<file path="src/rtl/fifo_burst_reader_if.sv">
// rtl/fifo_burst_reader_if.sv - command, FIFO-read and output-stream bundle for fifo_burst_reader
interface fifo_burst_reader_if #(
  parameter int WIDTH     = 8,
  parameter int LEN_WIDTH = 8
);
  // Burst command
  logic                 cmd_valid;
  logic                 cmd_ready;
  logic [LEN_WIDTH-1:0] cmd_length;

  // Show-ahead FIFO read port
  logic                 fifo_empty;
  logic [WIDTH-1:0]     fifo_read_data;
  logic                 fifo_read_enable;

  // Output beat stream
  logic                 out_valid;
  logic                 out_ready;
  logic [WIDTH-1:0]     out_data;
  logic                 out_last;

  // Status
  logic                 done;
  logic                 busy;

  // Reader side: consumes commands, pops the FIFO, drives the beat stream.
  modport master (
    input  cmd_valid, cmd_length, fifo_empty, fifo_read_data, out_ready,
    output cmd_ready, fifo_read_enable, out_valid, out_data, out_last, done, busy
  );

  // Environment side: issues commands, owns the FIFO, consumes beats.
  modport slave (
    output cmd_valid, cmd_length, fifo_empty, fifo_read_data, out_ready,
    input  cmd_ready, fifo_read_enable, out_valid, out_data, out_last, done, busy
  );
endinterface

</file>
<file path="src/rtl/fifo_burst_reader.sv">
// rtl/fifo_burst_reader.sv - pops a commanded number of words from a show-ahead FIFO onto a registered burst stream
module fifo_burst_reader #(
  parameter int WIDTH     = 8,
  parameter int LEN_WIDTH = 8
) (
  input  logic                clk,
  input  logic                rst_n,
  fifo_burst_reader_if.master bus
);

  typedef enum logic [1:0] {
    IDLE  = 2'd0,
    RUN   = 2'd1,
    DRAIN = 2'd2
  } state_e;

  state_e               state_q;
  logic [LEN_WIDTH-1:0] remaining_q;
  logic                 out_valid_q;
  logic [WIDTH-1:0]     out_data_q;
  logic                 out_last_q;
  logic                 done_q;

  logic                 beat_taken;
  logic                 last_word;
  logic                 pop;

  assign beat_taken = out_valid_q && bus.out_ready;
  assign last_word  = (remaining_q == LEN_WIDTH'(1));

  // The output register may be refilled when it is empty or being emptied this
  // cycle. The remaining_q guard keeps the counter from ever wrapping below zero.
  assign pop = (state_q == RUN) && !bus.fifo_empty &&
               (!out_valid_q || bus.out_ready) && (remaining_q != '0);

  // Command acceptance, FIFO-to-output capture and burst completion in one state machine.
  always_ff @(posedge clk or negedge rst_n) begin
    if (!rst_n) begin
      state_q     <= IDLE;
      remaining_q <= '0;
      out_valid_q <= 1'b0;
      out_data_q  <= '0;
      out_last_q  <= 1'b0;
      done_q      <= 1'b0;
    end else begin
      done_q <= 1'b0;
      case (state_q)
        IDLE: begin
          if (bus.cmd_valid) begin
            if (bus.cmd_length == '0) begin
              // Empty burst completes immediately without touching the FIFO.
              done_q <= 1'b1;
            end else begin
              remaining_q <= bus.cmd_length;
              state_q     <= RUN;
            end
          end
        end

        RUN: begin
          if (pop) begin
            out_data_q  <= bus.fifo_read_data;
            out_valid_q <= 1'b1;
            out_last_q  <= last_word;
            remaining_q <= remaining_q - LEN_WIDTH'(1);
            if (last_word) begin
              state_q <= DRAIN;
            end
          end else if (beat_taken) begin
            // FIFO ran dry while the held beat left: the stream goes idle until refilled.
            out_valid_q <= 1'b0;
            out_last_q  <= 1'b0;
          end
        end

        DRAIN: begin
          if (beat_taken && out_last_q) begin
            out_valid_q <= 1'b0;
            out_last_q  <= 1'b0;
            done_q      <= 1'b1;
            state_q     <= IDLE;
          end
        end

        default: begin
          state_q <= IDLE;
        end
      endcase
    end
  end

  assign bus.cmd_ready        = (state_q == IDLE);
  assign bus.busy             = (state_q != IDLE);
  assign bus.fifo_read_enable = pop;
  assign bus.out_valid        = out_valid_q;
  assign bus.out_data         = out_data_q;
  assign bus.out_last         = out_last_q;
  assign bus.done             = done_q;

endmodule

</file>
<file path="src/flat_wrapper.sv">
// flat-port wrapper written by rule: the top's interface ports become plain ports
module fifo_burst_reader_flat 
#(
  parameter int WIDTH     = 8,
  parameter int LEN_WIDTH = 8
)
  (clk, rst_n, bus_cmd_valid, bus_cmd_length, bus_fifo_empty, bus_fifo_read_data, bus_out_ready, bus_cmd_ready, bus_fifo_read_enable, bus_out_valid, bus_out_data, bus_out_last, bus_done, bus_busy);
  fifo_burst_reader_if #(.WIDTH(WIDTH), .LEN_WIDTH(LEN_WIDTH)) bus_i ();
  input  logic clk;
  input  logic rst_n;
  input wire logic [$bits(bus_i.cmd_valid)-1:0] bus_cmd_valid;
  input wire logic [$bits(bus_i.cmd_length)-1:0] bus_cmd_length;
  input wire logic [$bits(bus_i.fifo_empty)-1:0] bus_fifo_empty;
  input wire logic [$bits(bus_i.fifo_read_data)-1:0] bus_fifo_read_data;
  input wire logic [$bits(bus_i.out_ready)-1:0] bus_out_ready;
  output wire logic [$bits(bus_i.cmd_ready)-1:0] bus_cmd_ready;
  output wire logic [$bits(bus_i.fifo_read_enable)-1:0] bus_fifo_read_enable;
  output wire logic [$bits(bus_i.out_valid)-1:0] bus_out_valid;
  output wire logic [$bits(bus_i.out_data)-1:0] bus_out_data;
  output wire logic [$bits(bus_i.out_last)-1:0] bus_out_last;
  output wire logic [$bits(bus_i.done)-1:0] bus_done;
  output wire logic [$bits(bus_i.busy)-1:0] bus_busy;
  assign bus_i.cmd_valid = bus_cmd_valid;
  assign bus_i.cmd_length = bus_cmd_length;
  assign bus_i.fifo_empty = bus_fifo_empty;
  assign bus_i.fifo_read_data = bus_fifo_read_data;
  assign bus_i.out_ready = bus_out_ready;
  assign bus_cmd_ready = bus_i.cmd_ready;
  assign bus_fifo_read_enable = bus_i.fifo_read_enable;
  assign bus_out_valid = bus_i.out_valid;
  assign bus_out_data = bus_i.out_data;
  assign bus_out_last = bus_i.out_last;
  assign bus_done = bus_i.done;
  assign bus_busy = bus_i.busy;
  fifo_burst_reader #(.WIDTH(WIDTH), .LEN_WIDTH(LEN_WIDTH)) u_core (.clk(clk), .rst_n(rst_n), .bus(bus_i));
endmodule
</file>
<file path="config.mk">
export PLATFORM = sky130hd
export DESIGN_NAME = fifo_burst_reader_flat
export DESIGN_NICKNAME = d
export VERILOG_FILES = /design/src/rtl/fifo_burst_reader_if.sv /design/src/rtl/fifo_burst_reader.sv /design/src/flat_wrapper.sv
export SDC_FILE = /design/constraint.sdc
export NUM_CORES = 1
export LEC_CHECK = 0
export CAP_MARGIN = 20
export CELL_PAD_IN_SITES_DETAIL_PLACEMENT = 0
export CELL_PAD_IN_SITES_GLOBAL_PLACEMENT = 1
export CORE_UTILIZATION = 25
export DETAILED_ROUTE_END_ITERATION = 10
export HOLD_SLACK_MARGIN = 0.02
export PLACE_DENSITY = 0.69
export SLEW_MARGIN = 20
export SYNTH_ARGS = -nofsm -noshare
export SYNTH_HDL_FRONTEND = slang
export SYNTH_SLANG_ARGS = --single-unit
</file>
<file path="constraint.sdc">
create_clock -name clk -period 4.6 [get_ports clk]
set_input_delay 0.69 -clock clk [delete_from_list [all_inputs] [get_ports clk]]
set_output_delay 0.69 -clock clk [all_outputs]
set_load 0.03 [all_outputs]
</file>
==> results of run 1 <==
cell type report:
cell class	count	area [sq um]
timing repair buffer	35	343
sequential	21	526
clock buffer	3	41.3
clock inverter	1	5.00
tap	67	83.8
inverter	12	45.0
multi-input combinational	110	696
fill	516	3110
where the power goes:
part	switching, mW	total (mW)	internal, mW
combinational	0.362	0.614	0.252
clock	0.0685	0.129	0.0606
sequential	0.0880	0.352	0.264
total	0.519	1.10	0.576
metal layers:
layer	GRT usage, %	vias to the layer above
met3	3.25	5
li1	-	593
met1	19.5	547
met4	5.77	0
met5	0	-
met2	19.5	42
registers in the layout (all words and copies together) (netlist names):
| name | flops |
|---|---|
| u_core.bus.done | 1 |
| u_core.bus.out_data | 8 |
| u_core.bus.out_last | 1 |
| u_core.bus.out_valid | 1 |
| u_core.remaining_q | 8 |
| u_core.state_q | 2 |
synthesized netlist by cell type (all sizes together):
| library cell | instances |
|---|---|
| nand2 | 34 |
| dfrtp | 21 |
| inv | 12 |
| nor2 | 9 |
| o21ai | 7 |
| ha | 6 |
| a21oi | 5 |
| a31oi | 4 |
| clkbuf | 4 |
| nand3 | 4 |
| nor3 | 4 |
| a211oi | 3 |
| mux2i | 3 |
| nand4 | 3 |
| nor4 | 3 |
| a211o | 2 |
| and2 | 2 |
| and3 | 2 |
| buf | 2 |
| o221ai | 2 |
| a221o | 1 |
| a22o | 1 |
| a22oi | 1 |
| a2bb2oi | 1 |
| a32oi | 1 |
| a41o | 1 |
| a41oi | 1 |
| and4 | 1 |
| nand3b | 1 |
| nand4b | 1 |
| nor3b | 1 |
| o21a | 1 |
| o31a | 1 |
| o31ai | 1 |
| o32ai | 1 |
| o41ai | 1 |
| or2 | 1 |
worst max-delay path, stage by stage:
cell and delay, ns:
clkdlybuf4s50_1 0.52, inv_1 0.09, a211oi_4 0.39, o31ai_4 0.27, inv_2 0.23, clkdlybuf4s50_1 0.70
cell usage in the layout (no fill, tap or decap), types with 2 or more instances in the layout:
| cell | count |
|---|---|
| o21ai_0 | 7 |
| dfrtp_1 | 21 |
| inv_1 | 10 |
| a211o_1 | 2 |
| nand4_1 | 3 |
| and2_1 | 2 |
| o221ai_1 | 2 |
| clkbuf_8 | 3 |
| ha_1 | 6 |
| a31oi_1 | 4 |
| nor4_1 | 3 |
| and3_1 | 2 |
| mux2i_1 | 3 |
| a211oi_1 | 2 |
| a21oi_1 | 5 |
| nor2_1 | 9 |
| nand3_1 | 4 |
| clkdlybuf4s50_1 | 33 |
| inv_2 | 2 |
| nand2_1 | 34 |
| nor3_1 | 3 |
cells by family (layout without fill, tap and decap cells):
logic type                 count (synthesis)  count (layout)
AOI/OAI and AO/OA                         35              35
adders and majority gates                  6               6
buffers and inverters                     18              51
DFF                                       21              21
muxes                                      3               3
and+or+nand+nor                           66              66
stage by stage:
stage / hold WS, ns / area, sq um
2_1_floorplan: 0.394 / 1300
3_3_place_gp: 0.474 / 1700
3_5_place_dp: 0.462 / 1700
4_1_cts: 0.488 / 1740
5_1_grt: 0.406 / 1740
6_report: 0.373 / 1740
path summary, 6_finish.rpt:
| kind | end | slack (ns) | depth (start not counted) |
|---|---|---|---|
| worst max-delay path | bus_fifo_read_enable | 1.00 | 6 |
| worst min-delay path | u_core.remaining_q[2] | 0.37 | 1 |
| worst max register to register | u_core.remaining_q[2] | 2.23 | 7 |
| worst min register to register | u_core.bus.out_data[4] | 0.48 | 2 |
| max in group asynchronous | u_core.bus.out_valid | 3.89 | 1 |
| min in group clk | u_core.bus.out_data[4] | 0.48 | 2 |
==> reports/metrics.csv, run 1 <==
stage;metric;value;unit
pwr;Tot Pwr;1.10;mW
placement;global placement routability congestion;0.754;
placement;worst slack at placement;0.995;ns
setup_path;Crit. End Element;output pin;
logic_synthesis;Synth Cell Area;0.00130;sq mm
logic_synthesis;post-synthesis mux area share;2.31;%
detailed_routing;DR iter-0 viols;76;
setup_path;Startpoint Class;input port;
cells_and_area;diode count;0;
clock_tree;worst-case clock buffer depth;2;
sta;Final TNS setup;0;ns
logic_synthesis;share of the synthesized area in the top cell type;40.5;%
setup_path;WP data required;3.91;ns
grt;pin count of the biggest net entering global routing;22;
cells_and_area;Final Util;35.9;%
sta;Worst Skew;0.00467;ns
logic_synthesis;Post-Synth XOR/XNOR Area;0;%
detailed_routing;met3 wire len;247;microns
logic_synthesis;Mean Syn Cell Area;8.72;sq um
detailed_routing;DR DRC count;0;
detailed_routing;TritonRoute pass-1 iters;4;
logic_synthesis;Post-Syn Instances;149;
detailed_routing;wl on met1;1600;microns
floorplan;Initial Util;26.8;%
sta;Max transition margin;52.9;%
sta;Final WS setup;1.00;ns
logic_synthesis;synth unique cells;42;
logic_synthesis;Seq/Total Area, Yosys;40.5;%
cells_and_area;Final #Nets;210;
logic_synthesis;#FFs+latches synth;21;
logic_synthesis;post-synthesis simple-gate area fraction;24.5;%
clock_tree;TritonCTS clock tree;yes;
sta;slew of the pin with the lowest slew margin;0.706;ns
floorplan;core area;0.00485;sq mm
sta;Final Cycle Share;78.2;%
clock_tree;Worst-Skew Late Latency;0.27;ns
logic_synthesis;adder-cell share of the synthesized area;5.78;%
floorplan;row count;25;
sta;Final setup viols;0;
floorplan;I/O pin count;35;
sta;Slew Viols, Final;0;
clock_tree;CTS resizes;0;
logic_synthesis;synth top area cells;dfrtp_1, nand2_1, ha_1;
cells_and_area;share of layout cells above drive strength 1;7.14;%
detailed_routing;post-route ant nets;0;
logic_synthesis;combinational family with the most area after synthesis;simple AND/OR/NAND/NOR gates;
status;status;completed;
pwr;Pleak;0.768;nW
detailed_routing;vias post-DR;1187;
setup_path;worst setup path startpoint;bus_out_ready;
pwr;Power per Cell Area;630;mW/mm^2
logic_synthesis;Compound-Gate Fraction of Synth Area;21.0;%
detailed_routing;routed len/inst;13.1;microns
pwr;worst-case vdd ir drop;0.268;mV
floorplan;total die area;0.00549;sq mm
sta;Period minus WS final;3.60;ns
detailed_routing;top layer in use;met4;
detailed_routing;met2 WL post-DR;1360;microns
floorplan;die height;74.1;microns
setup_path;Setup CP Type;input port to output pin;
setup_path;Arrival @ worst endpoint;2.91;ns
job;maxcap violations;0;
detailed_routing;Post-Route WL;3260;microns
logic_synthesis;Warnings, synthesis;0;
cells_and_area;fin cells;249;
clock_tree;Reg clk slew, reported paths;0.09;ns
placement;# placed instances;245;
setup_path;reg2reg start;u_core.remaining_q[0];
setup_path;CP Max Fanout;16;
clock_tree;# H-tree levels;1;
placement;hpwl dp;2330;microns
grt;total grt overflow;0;
sta;RSZ-0062 raised after global routing;no;
placement;I/O Buffers;34;
sta;Fin. Hold Viols;0;
grt;initial antenna violation count;0;
grt;first-pass GRT wire length;5600;microns
grt;Tot GR Track Use;13.6;%
clock_tree;hold-fix buffer count after cts;0;
min_path;Hold Crit Class;input port to asynchronous set/reset pin;
detailed_routing;via-per-instance ratio;4.77;
logic_synthesis;syn_nets;176;
grt;vias in the first global route;1144;
clock_tree;setup bufs post-CTS;0;
cells_and_area;Area growth, synth to finish;33.9;%
clock_tree;CTS root buf;clkbuf_8;
clock_tree;Num CTS Buffers;3;
clock_tree;Clock Sinks;21;
floorplan;Die Span X;74.1;microns
sta;Max Fclk;278;MHz
logic_synthesis;cell taking the most area after synthesis;dfrtp_1;
No activity file was read; power rests on OpenSTA's default activity.
==> inputs of run 2 (changes only) <==
PLACE_DENSITY = 0.72   (was 0.69)
clock period = 3.3 ns   (was 4.6 ns; I/O delays follow)
==> run 2 against run 1 <==
Clock skew is essentially flat. Core utilization grew 0.77 points. Sequential power increased by 39%. Critical path depth unchanged. Design area increased by 2.2%. Sequential share of layout area decreased by 0.64 points. Clock-buffer cell count did not move. Power increased by 42%. Non-clock buffer count up 4. Final cell count rose by 1.6%. Clock power is 40% higher. Critical path type unchanged. Critical endpoint unchanged.
==> reports/metrics.csv, run 2 (synthesis gave the netlist of run 1 again) <==
stage;metric;value;unit;change
status;status;completed;;
detailed_routing;DR DRC count;0;;unchanged
pwr;Pleak;0.784;nW;+2.1%
clock_tree;Clock Sinks;21;;unchanged
sta;slew of the pin with the lowest slew margin;0.728;ns;+0.0222 ns
setup_path;WP data required;2.80;ns;-1.11 ns
cells_and_area;Area growth, synth to finish;36.8;%;
cells_and_area;diode count;0;;unchanged
placement;worst slack at placement;0.589;ns;-0.406 ns
job;maxcap violations;0;;unchanged
sta;Final WS setup;0.586;ns;-0.419 ns
clock_tree;hold-fix buffer count after cts;0;;unchanged
detailed_routing;vias post-DR;1212;;+2.1%
sta;Final setup viols;0;;unchanged
sta;RSZ-0062 raised after global routing;no;;
sta;Fin. Hold Viols;0;;unchanged
setup_path;Setup CP Type;input port to output pin;;
clock_tree;CTS root buf;clkbuf_8;;
cells_and_area;fillcell total;495;;-4.1%
floorplan;Die Span X;74.1;microns;unchanged
cells_and_area;Final #Nets;214;;+1.9%
cells_and_area;fin cells;253;;+1.6%
sta;Final Cycle Share;82.3;%;
clock_tree;worst-case clock buffer depth;2;;unchanged
pwr;Power per Cell Area;875;mW/mm^2;+39%
detailed_routing;DR iter-0 viols;90;;+18%
min_path;Hold Crit Class;flop to flop;;
detailed_routing;met3 wire len;250;microns;+1.2%
clock_tree;Num CTS Buffers;3;;unchanged
placement;Area after DPL;0.00173;sq mm;+1.8%
sta;Worst Skew;0.00509;ns;+0.000422 ns
detailed_routing;top layer in use;met4;;
grt;vias in the first global route;1212;;+5.9%
setup_path;Crit. End Element;output pin;;
clock_tree;Reg clk slew, reported paths;0.09;ns;about the same
grt;initial antenna violation count;0;;unchanged
placement;I/O Buffers;34;;unchanged
sta;Max Fclk;368;MHz;
cells_and_area;most frequent cells in the layout;nand2_1, clkdlybuf4s50_1, dfrtp_1, inv_1, nor2_1;;
floorplan;Initial Util;26.8;%;unchanged
clock_tree;CTS resizes;0;;unchanged
clock_tree;setup bufs post-CTS;0;;unchanged
setup_path;Startpoint Class;input port;;
detailed_routing;post-route ant nets;0;;unchanged
placement;global placement routability congestion;0.754;;about the same
detailed_routing;wl on met1;1630;microns;+1.7%
cells_and_area;share of layout cells above drive strength 1;8.60;%;+1.5 points
setup_path;CP Max Fanout;4;;-12
detailed_routing;Post-Route WL;3330;microns;+2.3%
detailed_routing;routed len/inst;13.2;microns;+0.65%
detailed_routing;TritonRoute pass-1 iters;4;;unchanged
cells_and_area;fin area;0.00178;sq mm;+2.2%
floorplan;die height;74.1;microns;unchanged
floorplan;row count;25;;unchanged
detailed_routing;met2 WL post-DR;1430;microns;+5.4%
placement;# placed instances;249;;+1.6%
detailed_routing;via-per-instance ratio;4.79;;+0.49%
clock_tree;Worst-Skew Late Latency;0.27;ns;about the same
sta;Slew Viols, Final;0;;unchanged
sta;Final TNS setup;0;ns;unchanged
setup_path;R2R Setup Slk;1.25;ns;-0.98 ns
pwr;worst-case vdd ir drop;0.465;mV;+74%
cells_and_area;register area;526;sq um;unchanged
grt;pin count of the biggest net entering global routing;22;;unchanged
cells_and_area;area of the multi-input gates;696;sq um;unchanged
sta;Max transition margin;50.8;%;-2.1 points
grt;first-pass GRT wire length;5850;microns;+4.4%
floorplan;I/O pin count;35;;unchanged
setup_path;Arrival @ worst endpoint;2.22;ns;-0.69 ns
grt;total grt overflow;0;;unchanged
clock_tree;# H-tree levels;1;;unchanged
sta;Period minus WS final;2.71;ns;
grt;Tot GR Track Use;14.2;%;+0.54 points
placement;hpwl dp;2390;microns;+2.6%
floorplan;total die area;0.00549;sq mm;unchanged
clock_tree;TritonCTS clock tree;yes;;
floorplan;core area;0.00485;sq mm;unchanged
run 2: stage by stage:
stage / hold WS (ns) / utilization [%] / total power [mW]
2_1_floorplan: 0.199 / - / 1.08
3_3_place_gp: 0.458 / 35.6 / 1.37
3_5_place_dp: 0.465 / 35.6 / 1.38
4_1_cts: 0.495 / 36.6 / 1.57
5_1_grt: 0.515 / 36.6 / 1.70
6_report: 0.484 / 36.6 / 1.55
run 2: path summary, 6_finish.rpt:
path / end / depth (start not counted) / from
max in group asynchronous: u_core.state_q[1] / 2 / rst_n
min: u_core.bus.out_data[3] / 2 / u_core.bus.out_data[3]
min reg2reg: u_core.bus.out_data[3] / 2 / u_core.bus.out_data[3]
min in group asynchronous: u_core.bus.out_data[2] / 2 / rst_n
max reg2reg: u_core.remaining_q[6] / 7 / u_core.state_q[1]
max: bus_fifo_read_enable / 6 / bus_out_ready
run 2: metal layers:
metal  GRT usage [%]  up-vias
met5               0        -
met2            22.0       43
met1            19.5      565
met3            4.07        2
li1                -      602
met4            3.21        0
run 2: power by group:
part           internal (mW)  switching, mW  total (mW)
sequential             0.368          0.122       0.490
combinational          0.369          0.515       0.884
clock                 0.0855         0.0957       0.181
total                  0.822          0.733        1.55
run 2: critical path, stage by stage:
cell             delay, ns
clkdlybuf4s50_1       0.51
inv_1                 0.08
a211oi_4              0.26
o31ai_4               0.13
inv_2                 0.07
clkdlybuf4s50_1       0.67
run 2: final cells by class:
type / count / share of cell area, %
repair buffers: 39 / 21.3
flip-flops and latches: 21 / 29.6
clock inverters: 1 / 0.423
multi-input cells: 110 / 39.2
clock buffers: 3 / 2.32
well taps: 67 / 4.72
inverters: 12 / 2.54
